$ cat config.mk
export PLATFORM = sky130hd
export DESIGN_NAME = irqarb
export DESIGN_NICKNAME = d
export VERILOG_FILES = /design/src/rtl/irqarb.sv
export SDC_FILE = /design/constraint.sdc
export NUM_CORES = 1
export LEC_CHECK = 0
export CAP_MARGIN = 40
export CELL_PAD_IN_SITES_DETAIL_PLACEMENT = 1
export CELL_PAD_IN_SITES_GLOBAL_PLACEMENT = 2
export CORE_ASPECT_RATIO = 1.25
export CORE_UTILIZATION = 21
export DETAILED_ROUTE_END_ITERATION = 6
export PLACE_DENSITY = 0.81
export SYNTH_ARGS = -nofsm -noshare
export SYNTH_HDL_FRONTEND = slang
export SYNTH_SLANG_ARGS = --single-unit
$ cat constraint.sdc
create_clock -name clk -period 2.01 [get_ports clk]
set_input_delay 0.201 -clock clk [delete_from_list [all_inputs] [get_ports clk]]
set_output_delay 0.201 -clock clk [all_outputs]
set_load 0.02 [all_outputs]
$ cat src/rtl/irqarb.sv
// Interrupt arbiter: pends per-source events onto four BR lines and
// answers the CPU acknowledge handshake with the granted source's vector.
module irqarb #(
  parameter logic [15:0] LEVELS = 16'h0000,
  parameter logic [71:0] VECS   = 72'h0
) (
  input  logic       clk,
  input  logic       busrst,
  input  logic [7:0] irq,
  output logic [3:0] irqlines,
  input  logic       iackreq,
  input  logic [1:0] iacklvl,
  output logic       iackack,
  output logic [8:0] iackvec,
  output logic       iacknone,
  output logic [7:0] pend
);

  typedef enum logic [1:0] {
    IDLE   = 2'd0,
    LOOKUP = 2'd1,
    ACK    = 2'd2
  } state_t;

  state_t state, state_nx;

  logic [7:0] clr;
  logic       found;
  logic [2:0] sel;
  logic [8:0] sel_vec;
  logic [3:0] lines_nx;

  // Lowest index wins: scan high to low so the last hit is the lowest.
  always_comb begin
    found = 1'b0;
    sel   = 3'd0;
    for (int i = 7; i >= 0; i--) begin
      if (pend[i] && LEVELS[2*i +: 2] == iacklvl) begin
        found = 1'b1;
        sel   = 3'(i);
      end
    end
  end

  always_comb begin
    sel_vec = VECS[9*sel +: 9];
    sel_vec[1:0] = 2'b00;
  end

  always_comb begin
    clr = 8'h00;
    if (state == LOOKUP && found) clr[sel] = 1'b1;
  end

  always_comb begin
    lines_nx = 4'h0;
    for (int i = 0; i < 8; i++) begin
      lines_nx[LEVELS[2*i +: 2]] = lines_nx[LEVELS[2*i +: 2]] | pend[i];
    end
  end

  always_comb begin
    state_nx = state;
    unique case (state)
      IDLE:    if (iackreq) state_nx = LOOKUP;
      LOOKUP:  state_nx = ACK;
      ACK:     if (!iackreq) state_nx = IDLE;
      default: state_nx = IDLE;
    endcase
  end

  always_ff @(posedge clk or posedge busrst) begin
    if (busrst) state <= IDLE;
    else        state <= state_nx;
  end

  // A new event in the same cycle as its grant keeps the flag set.
  always_ff @(posedge clk or posedge busrst) begin
    if (busrst) pend <= 8'h00;
    else        pend <= (pend & ~clr) | irq;
  end

  always_ff @(posedge clk or posedge busrst) begin
    if (busrst) irqlines <= 4'h0;
    else        irqlines <= lines_nx;
  end

  always_ff @(posedge clk or posedge busrst) begin
    if (busrst) begin
      iackack  <= 1'b0;
      iackvec  <= 9'h000;
      iacknone <= 1'b0;
    end else begin
      unique case (state)
        LOOKUP: begin
          iackack  <= 1'b1;
          iackvec  <= found ? sel_vec : 9'h000;
          iacknone <= ~found;
        end
        ACK: begin
          if (!iackreq) begin
            iackack  <= 1'b0;
            iackvec  <= 9'h000;
            iacknone <= 1'b0;
          end
        end
        default: begin
          iackack <= 1'b0;
        end
      endcase
    end
  end

endmodule

Word-level counts from Yosys, hierarchy flattened

Cells that the tools add are included.

Equality and inequality tests: 4
Multiply operators: 1
Order comparisons: 2
Reduce and logical (&&, ||, !) cells: 15
Mux-type cells: 28
Bitwise logic cells: 11
Shift-type cells: 1

Operators by type and width:

| kind                                                        | count |
|---|---|
| variable part select 72 x 8 -> 9 bit (first input constant) | 1 |
| 2-to-1 mux 3 bit                                            | 8 |
| 2-to-1 mux 9 bit                                            | 2 |
| case mux 9 bit (2 select lines)                             | 1 |
| logical AND 1 bit                                           | 10 |
| 2-to-1 mux 1 bit                                            | 10 |
| bitwise AND 8 bit                                           | 1 |
| 2-to-1 mux 8 bit                                            | 1 |
| NOT 8 bit                                                   | 1 |
| OR 8 bit                                                    | 1 |
| multiplier 4 x 3 -> 7 bit (first input constant)            | 1 |
| OR 1 bit                                                    | 7 |
| case mux 2 bit (3 select lines)                             | 1 |
| zero test 2 bit                                             | 2 |
| less-than comparator 3 x 4 -> 1 bit (second input constant) | 1 |
| 2-to-1 mux 2 bit                                            | 2 |
| != test 2 bit (second input constant)                       | 2 |
| case mux 1 bit (2 select lines)                             | 2 |
| AND reduction 2 bit                                         | 2 |
| demux 1 bit (select 3 bit)                                  | 1 |
| >= comparator 3 x 1 -> 1 bit (second input constant)        | 1 |
| == test 2 x 1 -> 1 bit (second input constant)              | 1 |
| == test 2 bit (second input constant)                       | 1 |
| nonzero test 2 bit                                          | 1 |
| NOT 1 bit                                                   | 1 |

Input port bits: 13
Word-level logic and storage cells: 68
Register bits: 22
Output and inout port bits: 23

Longest topological paths before layout

Gate-level depths: netlist of the first run.

Depth in word-level cells: 18
Mapped depth: 4
Mapped depth without buffers: 4

Worst setup path before layout of the first run

OpenSTA, ideal clock, no wires.

Path type: register -> register
Start: register pend[2]
End: register pend[6]
Library setup time: 0.121 ns
Arrival time: 1.438 ns
Setup slack: 0.451 ns
Period minus slack after synthesis: 1.559 ns
Data required time: 1.889 ns
Cell stages (with the launch flop): 5
Path buffers: 0
Cell sequence: dfrtp_1 > nor4_4 > nand2_2 > or4_1 > o22a_1

Cells in the longest elaborated chain, start to end: 12
Elaborated cells between the ends (all ways): 17
Classes of those cells: order compare: 2; mux: 9; bitwise: 3; reduce/logical: 3

RTL lines:

| element                                                                                                          | line | text |
|---|---|---|
| start, declared                                                                                                  | 16   | `output logic [7:0] pend` |
| start signal, assigned                                                                                           | 80   | `else pend <= (pend & ~clr) \| irq;` |
| logical AND 1 bit *                                                                                              | 38   | `if (pend[i] && LEVELS[2*i +: 2] == iacklvl) begin` |
| 2-to-1 mux 3 bit (3 in series)                                                                                   | 38   |  |
| less-than comparator 3 x 4 -> 1 bit (not written as such) / >= comparator 3 x 1 -> 1 bit (equally long branches) | 52   | `if (state == LOOKUP && found) clr[sel] = 1'b1;` |
| logical AND 1 bit (not written as such)                                                                          | 52   |  |
| 2-to-1 mux 1 bit (not written as such)                                                                           | 52   |  |
| demux 1 bit (select 3 bit)                                                                                       | 52   |  |
| 2-to-1 mux 8 bit *                                                                                               | 52   |  |
| NOT 8 bit *                                                                                                      | 80   |  |
| bitwise AND 8 bit *                                                                                              | 80   |  |
| OR 8 bit *                                                                                                       | 80   |  |

Every way passes the cells marked *; elsewhere a longest branch is shown, timed or not.
A chain may end at the register's enable or synchronous reset.

Worst setup path after layout of the first run

Start: register pend[1]
End: output port pend[1]

No word-level cell between the ends.

==> results of run 1 <==
[cells in the final DEF, fill, tap and decap left out, drive strengths merged]
cell,Yosys,routed
a221oi,1,1
nor4b,1,1
conb,1,12
o22a,1,1
and2,1,1
nand3b,1,1
a41oi,2,2
buf,12,1
and2b,1,1
a21o,2,2
a21oi,2,2
o21bai,2,2
clkdlybuf4s50,0,23
o21ai,1,1
dfrtp,13,13
nand2,3,3
nand2b,3,3
clkbuf,0,4
or4,1,1
nor3b,1,1
inv,6,6
nor2,4,4
nor3,2,2
nor4,2,2
o31ai,2,2
[final cells by class]
cell class / instances / area [um2] / share of cell area, %
multi-input cells: 45 / 289 / 30.6
clock buffers: 4 / 26.3 / 2.78
flip-flops and latches: 13 / 325 / 34.4
well taps: 36 / 45.0 / 4.76
inverters: 6 / 22.5 / 2.38
repair buffers: 24 / 238 / 25.1
[flip-flops by register name, summed over array words and instances (netlist names)]
signal / flops
irqlines: 1
pend: 8
iackack: 1
state: 2
iacknone: 1
[through the flow]
step	setup WS (ns)	power, W
3_3_place_gp	0.296	0.000530
6_report	0.396	0.000685
5_1_grt	0.330	0.000733
4_1_cts	0.378	0.000701
2_1_floorplan	0.451	0.000461
3_5_place_dp	0.249	0.000533
[power by group]
group / switching [W] / leakage [nW] / internal (W)
sequential: 0.0000346 / 0.129 / 0.000298
clock: 0.0000835 / 0.0150 / 0.0000768
combinational: 0.0000939 / 0.256 / 0.0000989
[cells by family after synthesis]
family	count (synthesis)
AND/OR/NAND/NOR	20
buffers and inverters	18
AO/OA/AOI/OAI	13
flip-flops	13
other	1
[metal layers]
layer,track usage [%],share of wire [%],up-vias
li1,-,-,254
met1,12.3,43,256
met2,13.0,48,20
met3,1.61,7.4,2
met4,5.92,1.3,0
met5,0,0,-
[path summary, 6_finish.rpt]
kind                                 startpoint                    to  slack (ns)  cells after the start
max in group asynchronous                busrst     pend[5]$_DFF_PP0_        1.42                      2
hold reg to reg            state[0]$_DFFE_PP0P_  state[0]$_DFFE_PP0P_        0.50                      1
setup / recovery              pend[1]$_DFF_PP0_               pend[1]        0.40                      1
hold / removal                           busrst  state[1]$_DFFE_PP0P_        0.25                      2
min in group clk                         irq[2]     pend[2]$_DFF_PP0_        0.48                      2
setup reg to reg              pend[2]$_DFF_PP0_     pend[6]$_DFF_PP0_        0.44                      4
==> run_results.csv, run 1 <==
group,metric,value,unit
pwr,power_density,724,nW/um2
cts,cts_max_path_buffers,2,
cts,htree_levels,1,
timing,slew_violations,0,
run,max_cap_violations,0,
synth,syn_avg_cell_area,10.5,um2
cts,cts_resized,0,
finish,nets,106,
finish,layout-drive-gt1-share,10.9,%
die,placementRows,22,
grt,first_global_vias,519,
placement,io_buffers,23,
die,core-area,3030,um2
synth,synth_edf_count,0,
cts,cts_tree,"built",
route,wl_per_cell,11.1,um
route,wirelength,1430,um
cts,postCtsSetupRepairBufs,0,
synth,synth-adder-area-share,0,%
synth,synth_commonest_cells,"dfrtp_1 (13), buf_4 (12), inv_1 (6)",
setup_path,worstSetupPathType,"flip-flop to primary output",
cts,cts.clk_slew.worst_paths,0.08,ns
cts,clock-root-buffer,"clkbuf_4",
setup_path,max_stage_delay,0.65,ns
timing,clock-skew-final,0.00287,ns
route,drtAntennaViolNets,0,
die,design.die.area,3500,um2
synth,synth_seq_area_share,47.4,%
finish,fin_cells,128,
timing,tightest_slew,0.502,ns
setup_path,worst_ep_required_time,1.81,ns
die,dieWidth,53.1,um
synth,yosysTopAreaCell,"dfrtp_1",
synth,ys_warn_count,0,
setup_path,cp-start-kind,"flip-flop",
timing,min_period,1.61,ns
finish,area_growth,38.0,%
die,start_util,22.6,%
pwr,p_leak,0.400,nW
route,num_vias,532,
setup_path,cpMaxStageDelayCell,"clkdlybuf4s50_1",
pwr,max-vdd-ir-drop,0.325,mV
finish,antenna_cells,0,
grt,grt_pass1_wl,2310,um
route,vias_per_cell,4.16,
finish,final_cell_area,946,um2
synth,yosys_register_bits,13,
placement,place.gp.congestion,0.762,
route,drtPass1Iterations,4,
cts,clk_latency,0.27,ns
timing,rsz0062_at_grt,"no",
timing,fmax,620,MHz
setup_path,worstPathCellList,"clkdlybuf4s50_1",
grt,grt_max_degree,14,
finish,fin_util,31.2,%
synth,ys_async_sr_fraction,100,%
synth,muxShareOfSynthArea,0,%
placement,post-place-cells,124,
cts,cts-buffers-inserted,3,
synth,ys.flop_type,"dfrtp_1",
cts,ctsHoldBuffers,0,
placement,post_dp_cell_area,920,um2
synth,synth_compound_area_share,14.1,%
timing,period_share,80.3,%
synth,synthSimpleGateAreaFrac,21.5,%
placement,hpwl,1140,um
setup_path,end_kind,"primary output",
synth,yosysMostFrequentCell,"dfrtp_1",
synth,synth_area_leaders,"dfrtp_1 (47%), buf_4 (13%), nor4b_4 (3.5%)",
grt,globalRouteTotalUtil,9.10,%
timing,setup-violations-final,0,
timing,tns,0,ns
synth,synth_top_family_by_area,"simple AND/OR/NAND/NOR gates",
outcome,status,"complete, no violations",
timing,hold_ws,0.252,ns
cts,cts.sinks,13,
synth,yosysTopAreaCellShare,47.4,%
die,io_pins,36,
die,die_y,65.9,um
synth,synth-xor-area-share,0,%
setup_path,cpLargestDelayFamily,"buffers and inverters",
setup_path,cp.buffers_inverters,1,
synth,syn_area,686,um2
synth,ys_types,26,
setup_path,worstPathArrival,1.41,ns
grt,antenna_found_initial,0,
route,drcViolationCount,0,
route,drt_iter0_markers,10,
synth,syn_inst,65,
finish,num-fill-cells,356,
worst_hold_path,hold_path.class,"input port to async pin",
setup_path,critPathMaxFanout,6,
grt,grt_remaining_overflow,0,
timing,hold_viol,0,
timing,slew_headroom,66.5,%
No activity file was read; power rests on OpenSTA's default activity.
==> inputs of run 2 (changes only) <==
--- a/config.mk
+++ b/config.mk
@@ -9,9 +9,9 @@
 export CELL_PAD_IN_SITES_DETAIL_PLACEMENT = 1
 export CELL_PAD_IN_SITES_GLOBAL_PLACEMENT = 2
 export CORE_ASPECT_RATIO = 1.25
-export CORE_UTILIZATION = 21
+export CORE_UTILIZATION = 19
 export DETAILED_ROUTE_END_ITERATION = 6
-export PLACE_DENSITY = 0.81
+export PLACE_DENSITY = 0.78
 export SYNTH_ARGS = -nofsm -noshare
 export SYNTH_HDL_FRONTEND = slang
 export SYNTH_SLANG_ARGS = --single-unit
==> constraint.sdc (replaced) <==
create_clock -name clk -period 1.3 [get_ports clk]
set_input_delay 0.13 -clock clk [delete_from_list [all_inputs] [get_ports clk]]
set_output_delay 0.13 -clock clk [all_outputs]
set_load 0.02 [all_outputs]
==> run 2 against run 1 <==
Clock skew about the same. Core utilization up 0.75 points. Global-route usage up 0.46 points. Routed wire length up 22%. Via count up 8.5%. Critical path type is now flip-flop to flip-flop. The flow now finishes with violations (negative setup slack).
==> run_results.csv, run 2 (synthesis results as in run 1) <==
group,metric,value,unit
pwr,switching_share,30.9,%
finish,num-fill-cells,396,
setup_path,cp-start-kind,"flip-flop",
timing,hold_viol,0,
cts,htree_levels,1,
grt,grt_use_met2,16.3,%
placement,hpwl,1390,um
cts,cts.clk_slew.worst_paths,0.06,ns
cts,ctsHoldBuffers,0,
pwr,max-vdd-ir-drop,0.649,mV
setup_path,critPathMaxFanout,2,
cts,cts_max_path_buffers,2,
outcome,violations,"negative setup slack",
route,vias_per_cell,4.06,
timing,slew_violations,0,
pwr,clockPowerShare,29.9,%
grt,grt_pass1_wl,2860,um
timing,min_period,1.47,ns
grt,use_met3,2.63,%
die,start_util,19.9,%
outcome,status,"finished with violations",
run,max_cap_violations,0,
setup_path,worstSetupPathType,"flip-flop to flip-flop",
die,core-area,3450,um2
placement,io_buffers,23,
die,design.die.area,3850,um2
timing,slew_headroom,65.4,%
cts,clk_latency,0.24,ns
pwr,intPower,0.000857,W
pwr,finalPower,0.00124,W
finish,mostFrequentLayoutCells,"conb_1 (12), buf_4 (12), dfrtp_1 (11)",
route,num_vias,577,
cts,clock-root-buffer,"clkbuf_8",
setup_path,end_kind,"flip-flop",
worst_hold_path,hold_path.class,"input port to async pin",
placement,post-place-cells,135,
timing,fin_ws,-0.174,ns
route,drcViolationCount,0,
placement,place.gp.congestion,0.765,
timing,fmax,679,MHz
pwr,power_density,1120,nW/um2
cts,cts_tree,"built",
die,die_y,69.2,um
timing,rsz0062_at_grt,"yes",
timing,setup-violations-final,2,
grt,grt_remaining_overflow,0,
finish,area_growth,61.1,%
pwr,power_frac_comb,29.8,%
die,io_pins,36,
finish,top_register,"pend",
grt,antenna_found_initial,0,
pwr,power_frac_seq,40.3,%
grt,met1_usage,11.0,%
grt,grt_max_degree,14,
setup_path,worstPathArrival,1.61,ns
finish,largest_reg_flops,8,
route,drtPass1Iterations,4,
cts,cts-buffers-inserted,3,
route,drtAntennaViolNets,0,
finish,antenna_cells,0,
finish,reg_top3,"pend x8, state x2",
timing,clock-skew-final,0.00270,ns
grt,busiest_layer,"met2",
cts,cts.sinks,13,
pwr,power_switching,0.000384,W
setup_path,worst_ep_required_time,1.43,ns
finish,fin_cells,142,
finish,multi_input_area,347,um2
route,wl_per_cell,12.3,um
grt,globalRouteTotalUtil,9.56,%
finish,regArea,328,um2
finish,fin_util,32.0,%
route,wirelength,1740,um
finish,layout-drive-gt1-share,30.1,%
finish,nets,117,
route,drt_iter0_markers,4,
die,dieWidth,55.7,um
pwr,p_leak,0.491,nW
grt,first_global_vias,608,
die,placementRows,24,
timing,tightest_slew,0.518,ns
timing,period_share,113,%
[run 2: power groups by stage]
stage | sequential, W | combinational (W) | clock (W)
6_report | 0.000500 | 0.000370 | 0.000370
5_1_grt | 0.000508 | 0.000404 | 0.000405
4_1_cts | 0.000501 | 0.000376 | 0.000386
3_5_place_dp | 0.000511 | 0.000365 | 0
3_3_place_gp | 0.000508 | 0.000351 | 0
2_1_floorplan | 0.000556 | 0.000157 | 0
[run 2: worst paths after layout]
path	start	to	slack [ns]	depth (start not counted)
hold reg to reg	iackack$_DFFE_PP0P_	iackack$_DFFE_PP0P_	0.53	2
setup reg to reg	pend[2]$_DFF_PP0_	pend[6]$_DFF_PP0_	-0.17	4
setup / recovery	pend[2]$_DFF_PP0_	pend[6]$_DFF_PP0_	-0.17	4
max in group asynchronous	busrst	pend[0]$_DFF_PP0_	0.70	2
min in group clk	iacklvl[0]	pend[4]$_DFF_PP0_	0.34	4
hold / removal	busrst	pend[1]$_DFF_PP0_	0.22	2
[run 2: through the flow]
step / TNS, ns / setup WS, ns / cell area [um2] / hold WS, ns
2_1_floorplan: -0.218 / -0.218 / 729 / 0.00682
6_report: -0.186 / -0.174 / 1100 / 0.222
5_1_grt: -0.526 / -0.262 / 1100 / 0.273
4_1_cts: -0.295 / -0.184 / 1090 / 0.252
3_3_place_gp: -1.29 / -0.344 / 986 / 0.485
3_5_place_dp: -1.67 / -0.394 / 986 / 0.518
[run 2: final cells by class]
class,instances,area share (%)
well taps,39,4.42
flip-flops and latches,13,29.7
multi-input cells,45,31.4
clock buffers,4,4.08
inverters,6,2.04
repair buffers,35,28.4
[run 2: critical path: stages, from the launching register on]
cell     delay, ns
dfrtp_2       0.42
nor4_4        0.31
nand2_2       0.08
or4_1         0.39
o22a_1        0.16
[run 2: timing repair]
item,CTS,global route
setup endpoints to repair,18,9
pin swaps,4,3
buffers inserted,3,1
resized for setup,22,6
[run 2: layer usage]
layer / up-vias / share of wire [%]
met3: 0 / 6.5
met4: 0 / 0
met1: 279 / 39
li1: 274 / -
met5: - / 0
met2: 24 / 54
==> inputs of run 3 (changes only) <==
--- a/config.mk
+++ b/config.mk
@@ -11,6 +11,7 @@
 export CORE_ASPECT_RATIO = 1.25
 export CORE_UTILIZATION = 19
 export DETAILED_ROUTE_END_ITERATION = 6
+export GPL_TIMING_DRIVEN = 1
 export PLACE_DENSITY = 0.78
 export SYNTH_ARGS = -nofsm -noshare
 export SYNTH_HDL_FRONTEND = slang
==> results of run 3 <==
Same layout as run 2: the final DEF is identical, and so are final timing and power.
